`config.mk`:
```
export PLATFORM = sky130hd
export DESIGN_NAME = async_fifo_rd_stream
export DESIGN_NICKNAME = d
export VERILOG_FILES = /design/src/rtl/async_fifo_pkg.sv /design/src/rtl/async_fifo_rd_skid.sv /design/src/rtl/async_fifo_rd_stream.sv
export SDC_FILE = /design/constraint.sdc
export NUM_CORES = 1
export LEC_CHECK = 0
export CAP_MARGIN = 30
export CORE_UTILIZATION = 35
export DETAILED_ROUTE_END_ITERATION = 10
export DONT_BUFFER_PORTS = 1
export PLACE_DENSITY = 0.52
export SLEW_MARGIN = 20
export SYNTH_ARGS = -nofsm -noshare
export SYNTH_HDL_FRONTEND = slang
export SYNTH_SLANG_ARGS = --single-unit
```
`constraint.sdc`:
```
create_clock -name rclk -period 6.7 [get_ports rclk]
set_clock_uncertainty 0.05 [all_clocks]
set_input_delay 0.67 -clock rclk [delete_from_list [all_inputs] [get_ports rclk]]
set_output_delay 0.67 -clock rclk [all_outputs]
set_load 0.02 [all_outputs]
```
`src/rtl/async_fifo_pkg.sv`:
```
// Shared definitions for the async FIFO read-side stream consumer.
// The optional stall timeout is controlled by ASYNC_FIFO_RD_TIMEOUT_EN in the top.
package async_fifo_pkg;

  // Default word width, shared with the FIFO itself and its bus model
  localparam int FIFO_DATA_WIDTH_DEF = 8;

  // Default width of the transfer length and the word counter
  localparam int LEN_W_DEF = 16;

  // Read-side transfer sequencer states
  typedef enum logic [1:0] {
    IDLE  = 2'd0,
    RUN   = 2'd1,
    DRAIN = 2'd2,
    DONE  = 2'd3
  } rd_state_e;

  // A new transfer may only begin when the sequencer is not moving data
  function automatic logic canAccept(input rd_state_e state);
    return (state == IDLE) || (state == DONE);
  endfunction

endpackage

```
`src/rtl/async_fifo_rd_skid.sv`:
```
// Two-entry skid buffer between the FIFO pop port and the output stream.
// Strict FIFO order; a push and a pop in the same cycle keep the fill level,
// which is what allows one word per clock when the stream is never stalled.
module async_fifo_rd_skid
  import async_fifo_pkg::*;
#(
  parameter int DATA_W = FIFO_DATA_WIDTH_DEF
) (
  input  logic              i_clk,
  input  logic              i_rst_n,
  input  logic              i_push,
  input  logic [DATA_W-1:0] i_data,
  output logic              o_valid,
  input  logic              i_ready,
  output logic [DATA_W-1:0] o_data,
  output logic [1:0]        o_fill
);

  logic [DATA_W-1:0] r_head;
  logic [DATA_W-1:0] r_tail;
  logic [1:0]        r_fill;
  logic              w_pop;
  logic              w_pushOk;

  assign w_pop    = (r_fill != 2'd0) && i_ready;
  assign w_pushOk = i_push && ((r_fill != 2'd2) || w_pop);

  assign o_valid = (r_fill != 2'd0);
  assign o_data  = r_head;
  assign o_fill  = r_fill;

  // Head/tail storage: the head only moves on a pop or when an empty buffer is filled,
  // so the presented word stays stable while the consumer back-pressures
  always_ff @(posedge i_clk or negedge i_rst_n) begin
    if (!i_rst_n) begin
      r_head <= '0;
      r_tail <= '0;
      r_fill <= 2'd0;
    end else begin
      case ({w_pushOk, w_pop})
        2'b10: begin
          if (r_fill == 2'd0) begin
            r_head <= i_data;
          end else begin
            r_tail <= i_data;
          end
          r_fill <= r_fill + 2'd1;
        end
        2'b01: begin
          r_head <= r_tail;
          r_fill <= r_fill - 2'd1;
        end
        2'b11: begin
          if (r_fill == 2'd1) begin
            r_head <= i_data;
          end else begin
            r_head <= r_tail;
            r_tail <= i_data;
          end
        end
        default: begin
        end
      endcase
    end
  end

endmodule

```
`src/rtl/async_fifo_rd_stream.sv`:
```
// Read-side consumer for the async FIFO (rclk domain): pops a programmed number of
// words through a two-entry skid buffer and re-presents them on a valid/ready stream
// with a last marker. Define ASYNC_FIFO_RD_TIMEOUT_EN to add a sticky stall timeout.
module async_fifo_rd_stream
  import async_fifo_pkg::*;
#(
  parameter int FIFO_DATA_WIDTH = FIFO_DATA_WIDTH_DEF,
  parameter int LEN_W           = LEN_W_DEF
`ifdef ASYNC_FIFO_RD_TIMEOUT_EN
  ,
  parameter int TIMEOUT_CYCLES  = 1024
`endif
) (
  input  logic                       rclk,
  input  logic                       rrst_n,
  input  logic                       rempty,
  input  logic [FIFO_DATA_WIDTH-1:0] rdata,
  output logic                       rinc,
  input  logic                       start,
  input  logic [LEN_W-1:0]           len,
  output logic                       m_valid,
  output logic [FIFO_DATA_WIDTH-1:0] m_data,
  output logic                       m_last,
  input  logic                       m_ready,
  output logic                       busy,
  output logic                       done,
  output logic [LEN_W-1:0]           word_cnt
`ifdef ASYNC_FIFO_RD_TIMEOUT_EN
  ,
  output logic                       timeout
`endif
);

  rd_state_e          r_state;
  rd_state_e          w_stateNext;
  logic [LEN_W-1:0]   r_lenQ;
  logic [LEN_W-1:0]   r_issued;
  logic [LEN_W-1:0]   r_wordCnt;
  logic [1:0]         w_fill;
  logic               w_accept;
  logic               w_rinc;
  logic               w_pop;
  logic               w_lastIssue;
  logic               w_timeoutHit;
  logic               w_timeoutFlag;

  assign w_accept = start && canAccept(r_state);

  // The pop strobe depends only on registered state and rempty, never on m_ready
  assign w_rinc = (r_state == RUN) && !rempty && (r_issued < r_lenQ) && (w_fill < 2'd2);
  assign rinc   = w_rinc;

  assign w_pop       = m_valid && m_ready;
  assign w_lastIssue = w_rinc && (r_issued == (r_lenQ - LEN_W'(1)));

  async_fifo_rd_skid #(
    .DATA_W (FIFO_DATA_WIDTH)
  ) u_skid (
    .i_clk   (rclk),
    .i_rst_n (rrst_n),
    .i_push  (w_rinc),
    .i_data  (rdata),
    .o_valid (m_valid),
    .i_ready (m_ready),
    .o_data  (m_data),
    .o_fill  (w_fill)
  );

  assign m_last   = m_valid && (r_wordCnt == (r_lenQ - LEN_W'(1))) && !w_timeoutFlag;
  assign word_cnt = r_wordCnt;

`ifdef ASYNC_FIFO_RD_TIMEOUT_EN
  localparam int STALL_W = $clog2(TIMEOUT_CYCLES) + 1;

  logic [STALL_W-1:0] r_stall;
  logic               r_timeout;
  logic               w_stallCycle;

  assign w_stallCycle  = (r_state == RUN) && rempty && (r_issued < r_lenQ);
  assign w_timeoutHit  = w_stallCycle && (r_stall == STALL_W'(TIMEOUT_CYCLES - 1));
  assign w_timeoutFlag = r_timeout;
  assign timeout       = r_timeout;

  // Stall counter: counts RUN cycles starved by an empty FIFO; any pop restarts it
  always_ff @(posedge rclk or negedge rrst_n) begin
    if (!rrst_n) begin
      r_stall   <= '0;
      r_timeout <= 1'b0;
    end else if (w_accept) begin
      r_stall   <= '0;
      r_timeout <= 1'b0;
    end else if (w_rinc) begin
      r_stall <= '0;
    end else if (w_timeoutHit) begin
      r_stall   <= '0;
      r_timeout <= 1'b1;
    end else if (w_stallCycle) begin
      r_stall <= r_stall + STALL_W'(1);
    end
  end
`else
  assign w_timeoutHit  = 1'b0;
  assign w_timeoutFlag = 1'b0;
`endif

  // State register
  always_ff @(posedge rclk or negedge rrst_n) begin
    if (!rrst_n) begin
      r_state <= IDLE;
    end else begin
      r_state <= w_stateNext;
    end
  end

  // Next-state and status outputs; RUN ends on the final pop, DRAIN ends when the buffer empties
  always_comb begin
    w_stateNext = r_state;
    busy        = 1'b0;
    done        = 1'b0;
    unique case (r_state)
      IDLE: begin
        if (w_accept) begin
          w_stateNext = (len != '0) ? RUN : DONE;
        end
      end
      RUN: begin
        busy = 1'b1;
        if (w_lastIssue || w_timeoutHit) begin
          w_stateNext = DRAIN;
        end
      end
      DRAIN: begin
        busy = 1'b1;
        if ((w_fill == 2'd0) || ((w_fill == 2'd1) && w_pop)) begin
          w_stateNext = DONE;
        end
      end
      DONE: begin
        done = 1'b1;
        if (w_accept) begin
          w_stateNext = (len != '0) ? RUN : DONE;
        end
      end
      default: begin
        w_stateNext = IDLE;
      end
    endcase
  end

  // Transfer bookkeeping: length latched on an accepted start, words popped, words streamed
  always_ff @(posedge rclk or negedge rrst_n) begin
    if (!rrst_n) begin
      r_lenQ    <= '0;
      r_issued  <= '0;
      r_wordCnt <= '0;
    end else if (w_accept) begin
      r_lenQ    <= len;
      r_issued  <= '0;
      r_wordCnt <= '0;
    end else begin
      if (w_rinc) begin
        r_issued <= r_issued + LEN_W'(1);
      end
      if (w_pop && (r_wordCnt < r_lenQ)) begin
        r_wordCnt <= r_wordCnt + LEN_W'(1);
      end
    end
  end

endmodule
```
==> results of run 1 <==
-- through the flow --
| step | instance area (sq um) | hold WS, ns | instances | setup slack (ns) |
|---|---|---|---|---|
| floorplan | 5029 | 0.3244 | 582 | 3.255 |
| global placement | 5152 | 0.3276 | 738 | 3.014 |
| detailed placement | 5172 | 0.3280 | 739 | 2.928 |
| CTS | 5532 | 0.1761 | 756 | 2.545 |
| global route | 5532 | 0.1714 | 756 | 2.393 |
| finish | 5532 | 0.1498 | 756 | 2.572 |
-- cell type report --
class                   count  share of cell area
multi-input cells         451              0.5553
flip-flops and latches     68              0.3076
inverters                  37             0.02511
repair buffers              4             0.01131
well taps                 180             0.04071
clock inverters             7             0.01923
clock buffers               9             0.04071
-- layer usage --
metal  track usage  part of all wire  up-vias
met1        0.2771              0.44     2137
li1              -                 -     2105
met5             0                 0        -
met2        0.3319              0.45      142
met3       0.05805             0.069       38
met4        0.1250             0.037        0
-- cell usage after synthesis, drive strengths merged (14+ instances only) --
master  count
nand2      49
a21oi      29
nor4       14
xnor2      34
nand3      44
ha         41
nor2       34
clkbuf     20
inv        37
dfrtp      68
o21ai      38
nand4      21
-- registers in the layout, indices dropped and copies added (netlist names) --
name and count:
r_state 2, u_skid.r_tail 8, u_skid.o_data 8, r_issued 16, u_skid.o_fill 2, r_lenQ 16, word_cnt 16
-- worst max-delay path, cell delays in order, from the launching register on --
cell and delay (ns):
dfrtp_1 0.40, inv_1 0.14, ha_1 0.30, nor3b_1 0.68, a21oi_1 0.14, or4_1 0.46
nor3_1 0.22, nand4_1 0.11, nor3_1 0.61
-- cell families after synthesis --
family / Yosys count / synth area share
AND/OR/NAND/NOR: 225 / 0.2386
buffers and inverters: 63 / 0.05101
flip-flops: 68 / 0.3384
AO/OA/AOI/OAI: 130 / 0.1672
multiplexers: 9 / 0.01991
XOR/XNOR: 46 / 0.08286
adder cells (fa/ha/maj): 41 / 0.1020
-- power by group --
part / internal [mW] / switching, mW / total, mW
sequential: 0.529 / 0.203 / 0.732
combinational: 0.388 / 0.577 / 0.966
clock: 0.332 / 0.209 / 0.541
-- final timing paths --
path                                    end             start  cells past startpoint  slack [ns]
setup / recovery                     m_last         r_lenQ[1]                      8        2.57
hold / removal                   r_lenQ[11]            rrst_n                      1        0.15
setup reg to reg           u_skid.r_tail[7]         r_lenQ[8]                     10        2.94
hold reg to reg            u_skid.o_fill[0]  u_skid.o_fill[0]                      1        0.45
max in group asynchronous       word_cnt[6]            rrst_n                      1        6.14
min in group rclk                 r_lenQ[9]            len[9]                      2        0.39
==> results.md, run 1 <==
* Dpl hpwl at 11,640 um
* Outcome: finished clean
* DR vias/cell at 5.849
* Antenna violations before repair at 0
* Number of synthesized flops with an enable pin at 0
* DRC Markers at 0
* Fin Setup TNS at 0 ns
* Maximum clock frequency at 0.2423 GHz
* Most common cell after layout, fill and taps aside: dfrtp_1
* Total via count after detailed routing at 4,422
* Maximum number of pins on one net before global-route repair at 69
* Number of buffers created by CTS at 9
* Share of the cycle needed by the critical path after routing at 0.6161
* Filler instances at 1,394
* Share of the synthesized area in the top cell type at 0.3384
* FF+latch count, synth at 68
* Commonest non-fill, non-tap cells in the layout: dfrtp_1, nand2_1, nand3_1, ha_1
* Vias in the first global route at 4,318
* Total wirelength of the detailed-routed design at 15,420 um
* Die outline area at 14,850 sq um
* Number of diodes added for antenna fixing at 0
* Power consumption at 2.239 mW
* Setup repair after global routing missed its margin: no
* Area of combinational cells with multiple inputs at 3072 sq um
* First-pass GRT wire length at 24,000 um
* Initial DRC count at 307
* Biggest area contributors in the synthesized netlist: dfrtp_1, ha_1, xnor2_1
* Hold Violations, Final at 0
* WP data required at 5.98 ns
* Drt pass-1 iters at 4
* CTS Hold Bufs at 1
* Number of cell rows at 43
* Initial core utilization at 0.3609
* End-of-flow core utilization at 0.3970
* Startpoint Class: register
* CTS H-Tree Depth at 3
* VDD IR max at 0.1557 mV
* Floorplan Core Area at 13,930 sq um
* Number of gates resized after cts at 0
* DIE WIDTH at 121.9 um
* Arrival time at the worst endpoint at 3.41 ns
* Category of the critical setup timing path: register to primary output
* Async set-reset flop share out of synthesis at 1.000
* NumNets Final at 641
* FF/Latch Area at 1702 sq um
* Hold/Removal Path Class: primary input to async pin
* Worst slew pin tran at 0.8925 ns
* Leakage dissipation at 2.339 nW
* Synthesized Nets at 652
* Portion of the post-synthesis area used by sequential elements at 0.3384
* Overflow after GRT at 0
* Count of maximum capacitance violations at 0
* Post-CTS setup buffers at 0
* Clk_lat worst skew at 0.35 ns
* Input/output buffers at 0
* Synthesized cell area at 5029 sq um
* Number of warnings reported in the yosys synthesis log at 0
* TritonCTS clock tree: built
* Post-synthesis cell type count at 64
* Worst Path Max Fanout at 6
* Relative max-transition margin at 0.4050
* Mean instance size in the synthesized netlist at 8.640 sq um
* Tmin final at 4.128 ns
* Total GRT Usage at 0.2179
* Post-synthesis instance total at 582
* Die height at 121.9 um
* Routed wirelength normalized by instance count at 20.40 um
* Number of buffers on the longest clock path at 2
* Final antenna-violating net count at 0
* Crit end category: primary output
* Ports placed on the boundary at 58
* Sink Count at 68
* Final Max Tran Viols at 0
* Commonest register cell after synthesis: dfrtp_1
* GP Congestion at 0.9896
* CTS root buffer: clkbuf_16
* Share of post-route cells with drive strength above 1 at 0.07118
* Growth of design area from synthesis to finish at 10.00%
* Number of setup violations in the final report at 0
* Clk slew on worst S/H paths at 0.06 ns
* PwrDens at 404.8 nW/um^2
* Biggest area consumer among synthesized cells: dfrtp_1
No activity file was read; power rests on OpenSTA's default activity.
==> run 2: changes to the inputs <==
==> constraint.sdc (replaced) <==
create_clock -name rclk -period 3.91 [get_ports rclk]
set_clock_uncertainty 0.05 [all_clocks]
set_input_delay 0.391 -clock rclk [delete_from_list [all_inputs] [get_ports rclk]]
set_output_delay 0.391 -clock rclk [all_outputs]
set_load 0.02 [all_outputs]
==> results.md, run 2 (synthesis gave the netlist of run 1 again) <==
* Worst Path Max Fanout at 6 (unchanged)
* Vias in the first global route at 4,468 (was 4,318)
* GP Congestion at 0.9385 (was 0.9896)
* Number of cell rows at 43 (unchanged)
* Final antenna-violating net count at 0 (unchanged)
* Arrival time at the worst endpoint at 3.17 ns (was 3.41 ns)
* Initial core utilization at 0.3609 (unchanged)
* Worst slew pin tran at 0.8613 ns (was 0.8925 ns)
* Floorplan Core Area at 13,930 sq um (unchanged)
* NumNets Final at 651 (was 641)
* Leakage dissipation at 2.381 nW (was 2.339 nW)
* Critical path's top delay family: simple AND/OR/NAND/NOR gates (unchanged)
* Worst hold path stage count at 2
* FF/Latch Area at 1702 sq um (unchanged)
* Initial DRC count at 309 (was 307)
* Area of combinational cells with multiple inputs at 3077 sq um (was 3072 sq um)
* Ports placed on the boundary at 58 (unchanged)
* WP data required at 3.47 ns (was 5.98 ns)
* Outcome: finished clean (unchanged)
* PwrDens at 674.2 nW/um^2 (was 404.8 nW/um^2)
* Crit end category: primary output (unchanged)
* Delay of the slowest critical-path stage at 0.59 ns (was 0.68 ns)
* Growth of design area from synthesis to finish at 11.20% (was 10.00%)
* Dpl ws at 0.6357 ns (was 2.928 ns)
* Clk slew on worst S/H paths at 0.06 ns (about the same)
* Sink Count at 68 (unchanged)
* Buffers plus inverters on the worst setup path at 2 (was 1)
* Placed Cells at 747 (was 739)
* Die height at 121.9 um (unchanged)
* Worst r2r path cells at 10 (unchanged)
* Count of maximum capacitance violations at 0 (unchanged)
* Slowest stage cell, crit path: or4_1 (was nor3b_1)
* Total wirelength of the detailed-routed design at 15,170 um (was 15,420 um)
* DRC Markers at 0 (unchanged)
* Routed wirelength normalized by instance count at 19.80 um (was 20.40 um)
* First-pass GRT wire length at 24,680 um (was 24,000 um)
* Number of diodes added for antenna fixing at 0 (unchanged)
* Overflow after GRT at 0 (unchanged)
* Filler instances at 1,379 (was 1,394)
* Antenna violations before repair at 0 (unchanged)
* Post-CTS setup buffers at 0 (unchanged)
* TritonCTS clock tree: built (unchanged)
* Post-Layout Cell Count at 766 (was 756)
* CTS root buffer: clkbuf_16 (unchanged)
* Total via count after detailed routing at 4,430 (was 4,422)
* Relative max-transition margin at 0.4246 (was 0.4050)
* Maximum number of pins on one net before global-route repair at 69 (unchanged)
* Fin Setup TNS at 0 ns (unchanged)
* Share of post-route cells with drive strength above 1 at 0.08703 (was 0.07118)
* Input/output buffers at 0 (unchanged)
* Drt pass-1 iters at 5 (was 4)
* DR vias/cell at 5.783 (was 5.849)
* Tmin final at 3.614 ns
* Maximum clock frequency at 0.2767 GHz
* Share of the cycle needed by the critical path after routing at 0.9243
* Startpoint Class: register (unchanged)
* Dpl hpwl at 11,580 um (was 11,640 um)
* Hold Violations, Final at 0 (unchanged)
* Total GRT Usage at 0.2222 (was 0.2179)
* Worst Setup Slack, final at 0.2961 ns (was 2.572 ns)
* Final Max Tran Viols at 0 (unchanged)
* Clk_lat worst skew at 0.34 ns (was 0.35 ns)
* Hold/Removal Path Class: primary input to register (was primary input to async pin)
* Category of the critical setup timing path: register to primary output (unchanged)
* Minimum hold slack at 0.1205 ns (was 0.1498 ns)
* Most used cell along the critical path: xnor2_1 (was nor3_1)
* Number of buffers created by CTS at 9 (unchanged)
* Number of setup violations in the final report at 0 (unchanged)
* Commonest non-fill, non-tap cells in the layout: dfrtp_1, nand2_1, nand3_1, ha_1 (unchanged)
* VDD IR max at 0.2941 mV (was 0.1557 mV)
* DIE WIDTH at 121.9 um (unchanged)
* Die outline area at 14,850 sq um (unchanged)
* CP Depth at 9 (was 8)
* Cell-by-cell listing of the critical path: inv_1 > ha_1 > or3b_2 > or4_1 > xnor2_1 > xnor2_1 > nand4_1 > nor3_1 > buf_4 (was inv_1 > ha_1 > nor3b_1 > a21oi_1 > or4_1 > nor3_1 > nand4_1 > nor3_1)
* Number of buffers on the longest clock path at 2 (unchanged)
* Most common cell after layout, fill and taps aside: dfrtp_1 (unchanged)
* CTS H-Tree Depth at 3 (unchanged)
* Setup repair after global routing missed its margin: no (unchanged)
[run 2: layout make-up]
cell class | count | share of cell area
inverters | 37 | 0.02484
well taps | 180 | 0.04028
clock buffers | 10 | 0.04274
repair buffers | 14 | 0.02506
multi-input cells | 451 | 0.5502
flip-flops and latches | 68 | 0.3043
clock inverters | 6 | 0.01253
[run 2: final timing paths]
kind / from / endpoint / slack (ns)
max: r_lenQ[1] / m_last / 0.30
min: len[12] / r_lenQ[12] / 0.12
max reg2reg: r_lenQ[10] / u_skid.r_tail[3] / 0.80
min reg2reg: u_skid.r_tail[4] / u_skid.r_tail[4] / 0.46
max in group asynchronous: rrst_n / u_skid.o_data[6] / 2.95
min in group asynchronous: rrst_n / r_lenQ[11] / 0.56
[run 2: timing repair]
action                     in CTS  in global routing
hold endpoints to repair       68                  0
gates resized for setup         0                  1
hold buffers                    2                  0
setup endpoints to repair       0                  1
[run 2: power by group]
group          switching, mW  internal, mW  total, mW
clock network          0.334         0.517      0.851
logic                  0.983         0.682       1.66
registers              0.348         0.907       1.25
[run 2: worst register-to-register path, cell delays in order, from the launching register on]
cell and delay (ns):
dfrtp_1 0.59, inv_1 0.19, ha_1 0.34, nand4_1 0.13
nor3_1 0.28, o21ai_1 0.12, buf_4 0.18, nand3_1 0.13
inv_2 0.15, o211ai_1 0.42, mux2_2 0.41
[run 2: stage by stage]
| step | cell area (sq um) | power (mW) | utilization |
|---|---|---|---|
| 6_report | 5592 | 3.770 | 0.4013 |
| 5_1_grt | 5592 | 4.055 | 0.4013 |
| 4_1_cts | 5579 | 3.799 | 0.4004 |
| 3_5_place_dp | 5233 | 2.901 | 0.3755 |
| 3_3_place_gp | 5213 | 2.883 | 0.3741 |
| 2_1_floorplan | 5029 | 2.459 | - |
[run 2: routing by layer]
metal | vias up | global-route usage | share of wire
met5 | - | 0 | 0
met4 | 0 | 0.08796 | 0.025
met3 | 24 | 0.05384 | 0.056
met2 | 111 | 0.3457 | 0.46
met1 | 2167 | 0.2946 | 0.45
li1 | 2128 | - | -
==> run 3: changes to the inputs <==
--- a/config.mk
+++ b/config.mk
@@ -5,11 +5,13 @@
 export SDC_FILE = /design/constraint.sdc
 export NUM_CORES = 1
 export LEC_CHECK = 0
+export ABC_AREA = 1
 export CAP_MARGIN = 30
 export CORE_UTILIZATION = 35
 export DETAILED_ROUTE_END_ITERATION = 10
 export DONT_BUFFER_PORTS = 1
 export PLACE_DENSITY = 0.52
+export SETUP_SLACK_MARGIN = 0.05
 export SLEW_MARGIN = 20
 export SYNTH_ARGS = -nofsm -noshare
 export SYNTH_HDL_FRONTEND = slang
==> results.md, run 3 <==
* Startpoint Class: register (unchanged)
* Share of post-route cells with drive strength above 1 at 0.09731 (was 0.08703)
* Placed Cells at 951 (was 747)
* Combinational Power Share at 0.503 (was 0.442)
* Number of buffers on the longest clock path at 2 (unchanged)
* TritonCTS clock tree: built (unchanged)
* Worst flop-to-flop path endpoint: word_cnt[1] (was u_skid.r_tail[3])
* Die height at 126.7 um (was 121.9 um)
* DRC Markers at 0 (unchanged)
* Tmin final at 3.194 ns (was 3.614 ns)
* GP Congestion at 0.8701 (was 0.9385)
* Post-route met1 wirelength at 7581 um (was 6902 um)
* Clk_lat worst skew at 0.34 ns (about the same)
* Share of the synthesized area in the top cell type at 0.3124 (was 0.3384)
* Total wirelength of the detailed-routed design at 15,240 um (was 15,170 um)
* Worst slew pin tran at 0.8583 ns (was 0.8613 ns)
* Worst Setup Slack, final at 0.7161 ns (was 0.2961 ns)
* Hold Violations, Final at 0 (unchanged)
* Switching Fraction at 0.5112 (was 0.4416)
* Clock Power Share at 0.182 (was 0.226)
* Sink Count at 68 (unchanged)
* Fin Setup TNS at 0 ns (unchanged)
* Setup repair after global routing missed its margin: no (unchanged)
* Number of cell rows at 45 (was 43)
* R2R Setup Slk at 1.17 ns (was 0.80 ns)
* Most common cell after layout, fill and taps aside: nand2_1 (was dfrtp_1)
* Maximum clock frequency at 0.3131 GHz (was 0.2767 GHz)
* Synthesized Nets at 845 (was 652)
* Growth of design area from synthesis to finish at 9.051% (was 11.20%)
* Number of buffers created by CTS at 9 (unchanged)
* FF/Latch Area at 1702 sq um (unchanged)
* Async set-reset flop share out of synthesis at 1.000 (unchanged)
* Mean instance size in the synthesized netlist at 7.028 sq um (was 8.640 sq um)
* Sw power at 2.144 mW (was 1.665 mW)
* Floorplan Core Area at 15,200 sq um (was 13,930 sq um)
* Hold/Removal Path Class: primary input to register (unchanged)
* Post-Layout Cell Count at 969 (was 766)
* VDD IR max at 0.2697 mV (was 0.2941 mV)
* Leakage dissipation at 2.837 nW (was 2.381 nW)
* Met3 layer wire length in the routed design at 841 um (was 844 um)
* Area of combinational cells with multiple inputs at 3293 sq um (was 3077 sq um)
* Beginning of the worst hold path: len[14] (was len[12])
* Vias in the first global route at 4,870 (was 4,468)
* Cell-internal power at 2.050 mW (was 2.105 mW)
* Synthesized cell area at 5446 sq um (was 5029 sq um)
* Power consumption at 4.193 mW (was 3.770 mW)
* Maximum number of pins on one net before global-route repair at 69 (unchanged)
* End-of-flow core utilization at 0.3907 (was 0.4013)
* Amount of wire on met2 after detailed routing at 6633 um (was 7045 um)
* NumNets Final at 846 (was 651)
* Worst Path Max Fanout at 8 (was 6)
* Category of the critical setup timing path: register to primary output (unchanged)
* WP data required at 3.47 ns (about the same)
* Minimum hold slack at 0.1240 ns (was 0.1205 ns)
* Outcome: finished clean (unchanged)
* Biggest area contributors in the synthesized netlist: dfrtp_1, nand2_1, ha_1 (was dfrtp_1, ha_1, xnor2_1)
* First-pass GRT wire length at 25,430 um (was 24,680 um)
* Commonest non-fill, non-tap cells in the layout: nand2_1, inv_1, nor2_1, nand3_1, dfrtp_1 (was dfrtp_1, nand2_1, nand3_1, ha_1)
* Number of diodes added for antenna fixing at 0 (unchanged)
* Worst r2r path cells at 11 (was 10)
* Top post-synthesis cells by count: nand2_1, inv_1, nor2_1 (was dfrtp_1, nand2_1, nand3_1)
* Count of maximum capacitance violations at 0 (unchanged)
* Die outline area at 16,060 sq um (was 14,850 sq um)
* Crit Reg-Reg Startpoint: u_skid.o_fill[0] (was r_lenQ[10])
* Number of synthesized flops with an enable pin at 0 (unchanged)
* PwrDens at 706.0 nW/um^2 (was 674.2 nW/um^2)
* Arrival time at the worst endpoint at 2.75 ns (was 3.17 ns)
* Crit end category: primary output (unchanged)
* Final Cell Area at 5939 sq um (was 5592 sq um)
* Drt pass-1 iters at 5 (unchanged)
* Total GRT Usage at 0.2035 (was 0.2222)
* Post-synthesis instance total at 775 (was 582)
* Final antenna-violating net count at 0 (unchanged)
* DIE WIDTH at 126.7 um (was 121.9 um)
* Biggest area consumer among synthesized cells: dfrtp_1 (unchanged)
* Input/output buffers at 0 (unchanged)
* Ports placed on the boundary at 58 (unchanged)
* Commonest register cell after synthesis: dfrtp_1 (unchanged)
* Timing startpoint of the critical path: r_lenQ[0] (was r_lenQ[1])
* Dpl ws at 1.059 ns (was 0.6357 ns)
* Routed wirelength normalized by instance count at 15.72 um (was 19.80 um)
* Relative max-transition margin at 0.4225 (was 0.4246)
* Antenna violations before repair at 0 (unchanged)
* CTS H-Tree Depth at 3 (unchanged)
* Total via count after detailed routing at 4,979 (was 4,430)
* Worst setup path endpoint: m_last (unchanged)
* Initial DRC count at 321 (was 309)
* Library cell with the highest instance count after synthesis: nand2_1 (was dfrtp_1)
* Top Layer Used: met4 (unchanged)
* Filler instances at 1,634 (was 1,379)
* Share of total power in sequential cells at 0.315 (was 0.333)
* Portion of the post-synthesis area used by sequential elements at 0.3124 (was 0.3384)
* Overflow after GRT at 0 (unchanged)
* Initial core utilization at 0.3583 (was 0.3609)
* Instance area at placement at 5632 sq um (was 5233 sq um)
* Post-synthesis cell type count at 42 (was 64)
* Number of warnings reported in the yosys synthesis log at 0 (unchanged)
* Share of the cycle needed by the critical path after routing at 0.8169 (was 0.9243)
* DR vias/cell at 5.138 (was 5.783)
* Dpl hpwl at 11,690 um (was 11,580 um)
* Number of setup violations in the final report at 0 (unchanged)
* CTS root buffer: clkbuf_16 (unchanged)
* Final Max Tran Viols at 0 (unchanged)
* FF+latch count, synth at 68 (unchanged)
* Clk slew on worst S/H paths at 0.06 ns (about the same)
## run 3: critical path: stages (launching register included)
cell,delay [ns]
dfrtp_1,0.39
clkinv_1,0.25
ha_1,0.40
inv_1,0.09
nand2_1,0.08
nand3_1,0.10
nand3_1,0.07
nor2_1,0.11
o21ai_0,0.08
nor2_1,0.15
nand4_1,0.14
nor2_1,0.11
nand3_1,0.08
nor2_1,0.35
## run 3: timing repair
item	CTS	global route
hold buffers	2	0
resized for setup	0	0
buffers inserted	0	0
hold endpoints to repair	68	0
## run 3: routing by layer
metal	GRT usage	up-vias
li1	-	2516
met1	0.2798	2341
met2	0.3217	109
met3	0.04302	13
met4	0.05742	0
met5	0	-
## run 3: kinds of logic (layout without fill, tap and decap cells)
| kind of cell | count (synthesis) | after routing | synth area share |
|---|---|---|---|
| flops | 68 | 68 | 0.3124 |
| simple gates | 427 | 427 | 0.3559 |
| buf+inv | 115 | 121 | 0.08293 |
| fa+ha+maj | 41 | 41 | 0.09419 |
| compound gates | 99 | 99 | 0.1117 |
| xor+xnor | 25 | 25 | 0.04296 |
## run 3: final cells by class
cell class / count / share of cell area
clock inverters: 6 / 0.006952
multi-input cells: 592 / 0.5545
well taps: 188 / 0.03960
repair buffers: 6 / 0.01138
flip-flops and latches: 68 / 0.2865
clock buffers: 10 / 0.03855
inverters: 99 / 0.06257
## run 3: how the worst min path moves through the flow
stage | to | slack [ns] | cells past startpoint
3_3_place_gp | word_cnt[2] | 0.05 | 0
2_1_floorplan | r_issued[0] | 0.05 | 0
5_1_grt | r_lenQ[1] | 0.12 | 2
3_5_place_dp | word_cnt[4] | 0.05 | 0
6_report | r_lenQ[14] | 0.12 | 2
4_1_cts | r_lenQ[14] | 0.11 | 2
## run 3: power by group through the flow
stage          registers (mW)  clock network (mW)  logic (mW)
3_5_place_dp             1.33                   0        2.09
4_1_cts                  1.32               0.787        2.12
3_3_place_gp             1.33                   0        2.07
6_report                 1.32               0.764        2.11
5_1_grt                  1.36               0.814        2.45
2_1_floorplan            1.24                   0        1.65
